`config.mk`:
```
export PLATFORM = sky130hd
export DESIGN_NAME = decrypted_word_packer
export DESIGN_NICKNAME = d
export VERILOG_FILES = /design/src/rtl/decrypted_word_packer.sv
export SDC_FILE = /design/constraint.sdc
export NUM_CORES = 1
export LEC_CHECK = 0
export ABC_AREA = 1
export CAP_MARGIN = 10
export CORE_MARGIN = 2
export CORE_UTILIZATION = 55
export DETAILED_ROUTE_END_ITERATION = 6
export GPL_ROUTABILITY_DRIVEN = 1
export PLACE_DENSITY = 0.75
export RECOVER_POWER = 50
export SYNTH_ARGS = -nofsm -noshare
export SYNTH_HDL_FRONTEND = slang
export SYNTH_SLANG_ARGS = --single-unit
```
`constraint.sdc`:
```
create_clock -name clk -period 7.5 [get_ports clk]
set_clock_uncertainty 0.05 [all_clocks]
set_input_delay 1.5 -clock clk [delete_from_list [all_inputs] [get_ports clk]]
set_output_delay 1.5 -clock clk [all_outputs]
set_load 0.03 [all_outputs]
```
`src/rtl/decrypted_word_packer.sv`:
```
// decrypted_word_packer
//   Packs the character stream of a decryption engine into OUT_WIDTH-bit
//   words (first character in the MSB lane). Completed words go through a
//   small show-ahead FIFO to a valid/ready word bus. The final word of each
//   message carries last_o, and byte_en_o marks which lanes hold characters.
//
// Ports
//   clk, rst_n              clock (rising edge), async active-low reset
//   data_i/valid_i          character and strobe from the engine
//   busy_i                  engine busy; a falling edge ends the message
//   data_o/byte_en_o/last_o FIFO head word, lane mask, end-of-message flag
//   valid_o/ready_i         output handshake (pop on valid_o & ready_i)
//   overflow_o              sticky: a word was dropped on a full FIFO
//   busy_o                  characters held or words buffered
module decrypted_word_packer #(
  parameter int unsigned D_WIDTH    = 8,
  parameter int unsigned OUT_WIDTH  = 32,
  parameter int unsigned FIFO_DEPTH = 4
) (
  input  logic                           clk,
  input  logic                           rst_n,
  input  logic [D_WIDTH-1:0]             data_i,
  input  logic                           valid_i,
  input  logic                           busy_i,
  output logic [OUT_WIDTH-1:0]           data_o,
  output logic [OUT_WIDTH/D_WIDTH-1:0]   byte_en_o,
  output logic                           last_o,
  output logic                           valid_o,
  input  logic                           ready_i,
  output logic                           overflow_o,
  output logic                           busy_o
);

  localparam int unsigned LANES = OUT_WIDTH / D_WIDTH;
  localparam int unsigned CNT_W = $clog2(LANES + 1);
  localparam int unsigned AW    = $clog2(FIFO_DEPTH);
  localparam int unsigned PW    = AW + 1;
  localparam logic [CNT_W-1:0] CNT_FULL = CNT_W'(LANES);

  // Top n lanes set (MSB lane is filled first).
  function automatic logic [LANES-1:0] lane_mask(input logic [CNT_W-1:0] n);
    lane_mask = '0;
    for (int unsigned i = 0; i < LANES; i++) begin
      if (CNT_W'(i) < n) lane_mask[LANES-1-i] = 1'b1;
    end
  endfunction

  // Packer state
  logic [OUT_WIDTH-1:0] r_pack;
  logic [CNT_W-1:0]     r_cnt;
  logic                 r_pend;
  logic                 r_busy_q;

  // FIFO state
  logic [OUT_WIDTH-1:0] r_mem_data [FIFO_DEPTH];
  logic [LANES-1:0]     r_mem_be   [FIFO_DEPTH];
  logic                 r_mem_last [FIFO_DEPTH];
  logic [PW-1:0]        r_wr_ptr;
  logic [PW-1:0]        r_rd_ptr;
  logic                 r_overflow;

  logic                 w_end;
  logic [OUT_WIDTH-1:0] w_lane;
  logic [OUT_WIDTH-1:0] w_pack_n;
  logic [CNT_W-1:0]     w_cnt_n;
  logic                 w_pend_n;
  logic                 w_push;
  logic [OUT_WIDTH-1:0] w_push_data;
  logic [LANES-1:0]     w_push_be;
  logic                 w_push_last;
  logic                 w_empty;
  logic                 w_full;
  logic                 w_pop;
  logic                 w_wr_en;

  always_comb begin
    w_end       = r_busy_q & ~busy_i;
    w_pack_n    = r_pack;
    w_cnt_n     = r_cnt;
    w_pend_n    = 1'b0;
    w_push      = 1'b0;
    w_push_data = r_pack;
    w_push_be   = lane_mask(r_cnt);
    w_push_last = 1'b0;

    // Pack register with the incoming character in lane r_cnt; a fresh word
    // starts from zero so unfilled lanes read 0.
    w_lane = (r_cnt == '0) ? '0 : r_pack;
    for (int unsigned i = 0; i < LANES; i++) begin
      if (CNT_W'(i) == r_cnt) w_lane[OUT_WIDTH-1-i*D_WIDTH -: D_WIDTH] = data_i;
    end

    if (r_pend) begin
      // Second half of a full-word collision: flush the single-character word.
      // Any valid_i in this cycle is a protocol violation and is dropped.
      w_push      = 1'b1;
      w_push_last = 1'b1;
      w_cnt_n     = '0;
    end else if (valid_i) begin
      if (r_cnt == CNT_FULL) begin
        w_push      = 1'b1;
        w_push_be   = '1;
        w_pack_n    = '0;
        w_pack_n[OUT_WIDTH-1 -: D_WIDTH] = data_i;
        w_cnt_n     = CNT_W'(1);
        w_pend_n    = w_end;
      end else begin
        w_pack_n = w_lane;
        w_cnt_n  = r_cnt + CNT_W'(1);
        if (w_end) begin
          w_push      = 1'b1;
          w_push_data = w_lane;
          w_push_be   = lane_mask(r_cnt + CNT_W'(1));
          w_push_last = 1'b1;
          w_cnt_n     = '0;
        end
      end
    end else if (w_end && (r_cnt != '0)) begin
      w_push      = 1'b1;
      w_push_last = 1'b1;
      w_cnt_n     = '0;
    end
  end

  always_comb begin
    w_empty = (r_wr_ptr == r_rd_ptr);
    w_full  = (r_wr_ptr[AW] != r_rd_ptr[AW]) &&
              (r_wr_ptr[AW-1:0] == r_rd_ptr[AW-1:0]);
    w_pop   = ~w_empty & ready_i;
    // A full FIFO still takes a word when the head leaves in the same cycle.
    w_wr_en = w_push & (~w_full | w_pop);
  end

  always_ff @(posedge clk or negedge rst_n) begin
    if (!rst_n) begin
      r_pack     <= '0;
      r_cnt      <= '0;
      r_pend     <= 1'b0;
      r_busy_q   <= 1'b0;
      r_wr_ptr   <= '0;
      r_rd_ptr   <= '0;
      r_overflow <= 1'b0;
    end else begin
      r_pack   <= w_pack_n;
      r_cnt    <= w_cnt_n;
      r_pend   <= w_pend_n;
      r_busy_q <= busy_i;
      if (w_wr_en) r_wr_ptr <= r_wr_ptr + PW'(1);
      if (w_pop)   r_rd_ptr <= r_rd_ptr + PW'(1);
      if (w_push && w_full && !w_pop) r_overflow <= 1'b1;
    end
  end

  always_ff @(posedge clk) begin
    if (w_wr_en) begin
      r_mem_data[r_wr_ptr[AW-1:0]] <= w_push_data;
      r_mem_be[r_wr_ptr[AW-1:0]]   <= w_push_be;
      r_mem_last[r_wr_ptr[AW-1:0]] <= w_push_last;
    end
  end

  always_comb begin
    valid_o    = ~w_empty;
    data_o     = w_empty ? '0 : r_mem_data[r_rd_ptr[AW-1:0]];
    byte_en_o  = w_empty ? '0 : r_mem_be[r_rd_ptr[AW-1:0]];
    last_o     = w_empty ? 1'b0 : r_mem_last[r_rd_ptr[AW-1:0]];
    overflow_o = r_overflow;
    busy_o     = (r_cnt != '0) | r_pend | ~w_empty;
  end

endmodule

```
==> flow_summary_export.csv <==
group,metric,value,unit
global_routing,grt_pass1_vias,5709,
pwr,power.share.combinational,46.2,%
cells_and_area,final_layout_size_suffix_gt1_share,5.40,%
pwr,power.share.clock,19.2,%
global_routing,groute.usage.overall,23.4,%
clocking,cts_htree_levels,4,
timing,finalMaxSlewViolations,200,
synthesis,synth.yosys.warnings,0,
clocking,ctsLongestPathBuffers,2,
global_routing,grt_max_degree,76,
pwr,cellInternalPower,0.00270,W
clocking,clock_insertion_delay_worst_skew,0.43,ns
cells_and_area,final-instance-count-excl-fill,1077,
pwr,vdd_ir_drop_max,0.290,mV
critical_path,crit_arrival,3.96,ns
timing,fin_ws,1.99,ns
critical_path,startpoint_type_of_the_worst_setup_path,"flip-flop",
critical_path,worst-path-max-fanout,42,
job,drv_cap,6,
global_routing,global_route.overflow_total,0,
timing,setup_violations,0,
global_routing,grt_antenna_before_repair,0,
die,count_of_standard_cell_rows,45,
outcome,failed_checks,"capacitance limit, slew limit",
cells_and_area,nFillCells,1181,
cells_and_area,antenna-diode-count,0,
clocking,cts_buffer_count,17,
clocking,cts-hold-fix-buffers,0,
placement,area_after_dpl,0.00916,mm²
pwr,sw_share,41.4,%
global_routing,first_pass_grt_wire_length,29300,µm
die,chipHeight,129,µm
synthesis,mappedNetlistNets,859,
synthesis,post_synth_num_cell_types,28,
synthesis,muxShareOfSynthArea,0,%
clocking,tritoncts,"built",
synthesis,main_combinational_cell_family_by_area_after_synthesis,"simple AND/OR/NAND/NOR gates",
routing,ant_nets,0,
synthesis,synth-seq-area-share,65.0,%
synthesis,synth_cells,838,
placement,detailed_placement_wirelength_estimate,10800,µm
pwr,p_leak,3.95,nW
routing,dr_iter_0_viols,724,
routing,drc,0,
routing,detail_route.wirelength,18300,µm
critical_path,category_of_the_worst_setup_path_capture_point,"output pin",
timing,fin_crit,5.51,ns
cells_and_area,layout.cell_area.non_filler,0.00968,mm²
routing,num_vias,6045,
pwr,switchingPower,0.00191,W
die,core_area,0.0152,mm²
routing,detail_route.first_pass.iterations,5,
clocking,clkSlewWorstSetupHoldPaths,0.07,ns
die,chipWidth,129,µm
clocking,cts_post_setup_buffers_inserted,0,
critical_path,required,5.95,ns
synthesis,xor_xnor_portion_of_the_synthesized_cell_area,0.308,%
synthesis,synth_adder_area_share,1.17,%
cells_and_area,syn2layout_area_growth,13.5,%
timing,relSlewSlack,-71.3,%
timing,max_slew.worst_pin.slew,2.57,ns
synthesis,synth_area_per_cell,10.2,µm²
critical_path,critPathKind,"flip-flop to output pin",
clocking,post_cts_resized,0,
die,initial_utilization,56.1,%
timing,setup_total_negative_slack,0,ns
clocking,numClockSinks,192,
routing,vias_per_cell,5.61,
pwr,power.sequential.fraction,34.6,%
placement,io_buffers,52,
timing,grt_setup_unrepaired,"no",
synthesis,post_synth_instance_area,0.00853,mm²
die,die_area,0.0165,mm²
timing,period_utilisation_layout,73.4,%
routing,route.detailed.wl_per_inst,17.0,µm
die,io_pins,53,
placement,gp_congestion,0.851,
placement,placement.setup.worst_slack,3.30,ns
min_path,hold_start,"overflow_o$_DFFE_PN0P_",
outcome,outcome,"finished, violations left",
critical_path,critical_path.startpoint,"r_rd_ptr[0]$_DFFE_PN0P_",
synthesis,synth_compound_gate_area_share,13.0,%
cells_and_area,final_net_count,897,
pwr,power-per-cell-area,476,mW/mm²
critical_path,worstReg2RegStart,"r_rd_ptr[0]$_DFFE_PN0P_",
clocking,clockRootBuffer,"sky130_fd_sc_hd__clkbuf_16",
synthesis,synth-simple-area-share,13.8,%
min_path,min-delay-path-class,"flip-flop to flip-flop",
timing,timing.fmax,182,MHz
synthesis,synth.ff_latch_count,192,
timing,timing_hold_violations_final,0,
placement,placedCellCount,1045,
[synth_stat cells, drive strengths merged]
cell    instances  area share (%)
dfrtp          44              13
inv            94             4.2
o22ai          46             3.4
nand2         177             8.1
buf            23             1.7
edfxtp        148              52
nor2           99             4.8
o21ai         143             8.4
ha              8             1.2
nand3          13            0.76
clkbuf         18            0.84
xnor2           1            0.10
xor2            2            0.21
o31ai           1           0.088
a21oi          19             1.1
nand4           2            0.15
[cells in the final DEF, fill, tap and decap left out, drive strengths merged]
cell type and n:
dlygate4sd3 3, dfrtp 44, buf 6, o21ai 143, nor2 99, nand3 13
inv 94, bufinv 2, xor2 2, nand2 177, nand4 2, ha 8
o31ai 1, o22ai 46, clkdlybuf4s50 48, clkinvlp 4, a21oi 19, edfxtp 148
xnor2 1, clkbuf 25, clkinv 4
[final timing paths]
kind                                              endpoint  slack, ns  cells after the start
worst max-delay path                            data_o[16]       1.99                      7
worst min-delay path                overflow_o$_DFFE_PN0P_       0.42                      2
worst max register to register  r_mem_data[2][2]$_DFFE_PP_       3.25                      7
worst min register to register      overflow_o$_DFFE_PN0P_       0.42                      2
max in group asynchronous            r_pack[7]$_DFFE_PN0P_       4.24                      1
min in group asynchronous           r_pack[16]$_DFFE_PN0P_       1.76                      1
[state kept, by name (all words and copies together), names as in the netlist]
register    cells
r_rd_ptr        3
r_mem_be       16
r_mem_data    128
overflow_o      1
r_busy_q        1
r_mem_last      4
r_pend          1
r_wr_ptr        3
r_pack         32
r_cnt           3
[worst max-delay path, stage by stage, from the launching register on]
cell,delay (ns)
sky130_fd_sc_hd__dfrtp_1,1.11
sky130_fd_sc_hd__nand2_1,0.12
sky130_fd_sc_hd__nand2_1,0.11
sky130_fd_sc_hd__nor2_1,0.07
sky130_fd_sc_hd__nand2_1,1.09
sky130_fd_sc_hd__nand2_1,0.21
sky130_fd_sc_hd__inv_1,0.12
sky130_fd_sc_hd__clkdlybuf4s50_1,0.68
[logic make-up after synthesis]
group                      after synthesis
and+or+nand+nor                        291
DFF                                    192
buffers and inverters                  135
xor gates and xnor gates                 3
AOI/OAI and AO/OA                      209
adders and majority gates                8
[metrics by stage]
step | util [%] | total power [W] | hold slack [ns]
final | 63.7 | 0.00461 | 0.419
after global routing | 63.7 | 0.00491 | 0.452
after CTS | 64.1 | 0.00463 | 0.432
after detailed placement | 60.2 | 0.00375 | 0.411
after global placement | 60.2 | 0.00371 | 0.401
after floorplan | - | 0.00303 | 0.403
[power by group through the flow]
| stage | clock [W] | sequential, W | combinational [W] |
|---|---|---|---|
| detailed placement | 0 | 0.00161 | 0.00214 |
| floorplan | 0 | 0.00156 | 0.00146 |
| CTS | 0.000895 | 0.00159 | 0.00215 |
| global route | 0.000941 | 0.00162 | 0.00235 |
| finish | 0.000885 | 0.00159 | 0.00213 |
| global placement | 0 | 0.00160 | 0.00210 |
[final cells by class]
class / instances / area (µm²) / share of cell area (%)
multi-input cells: 511 / 2400 / 24.8
clock buffers: 22 / 474 / 4.90
inverters: 94 / 355 / 3.67
repair buffers: 60 / 567 / 5.85
clock inverters: 10 / 110 / 1.14
flip-flops and latches: 192 / 5550 / 57.3
well taps: 188 / 235 / 2.43
[layer usage]
layer / routed length, µm / vias up / share of wire (%) / GRT usage [%]
met5: 0 / - / 0 / 0
met4: 512 / 0 / 2.8 / 9.78
met3: 1110 / 39 / 6.1 / 4.49
met2: 8850 / 198 / 48 / 37.6
met1: 7790 / 2894 / 43 / 31.8
li1: - / 2914 / - / -
(Power assumes the default switching activity.)
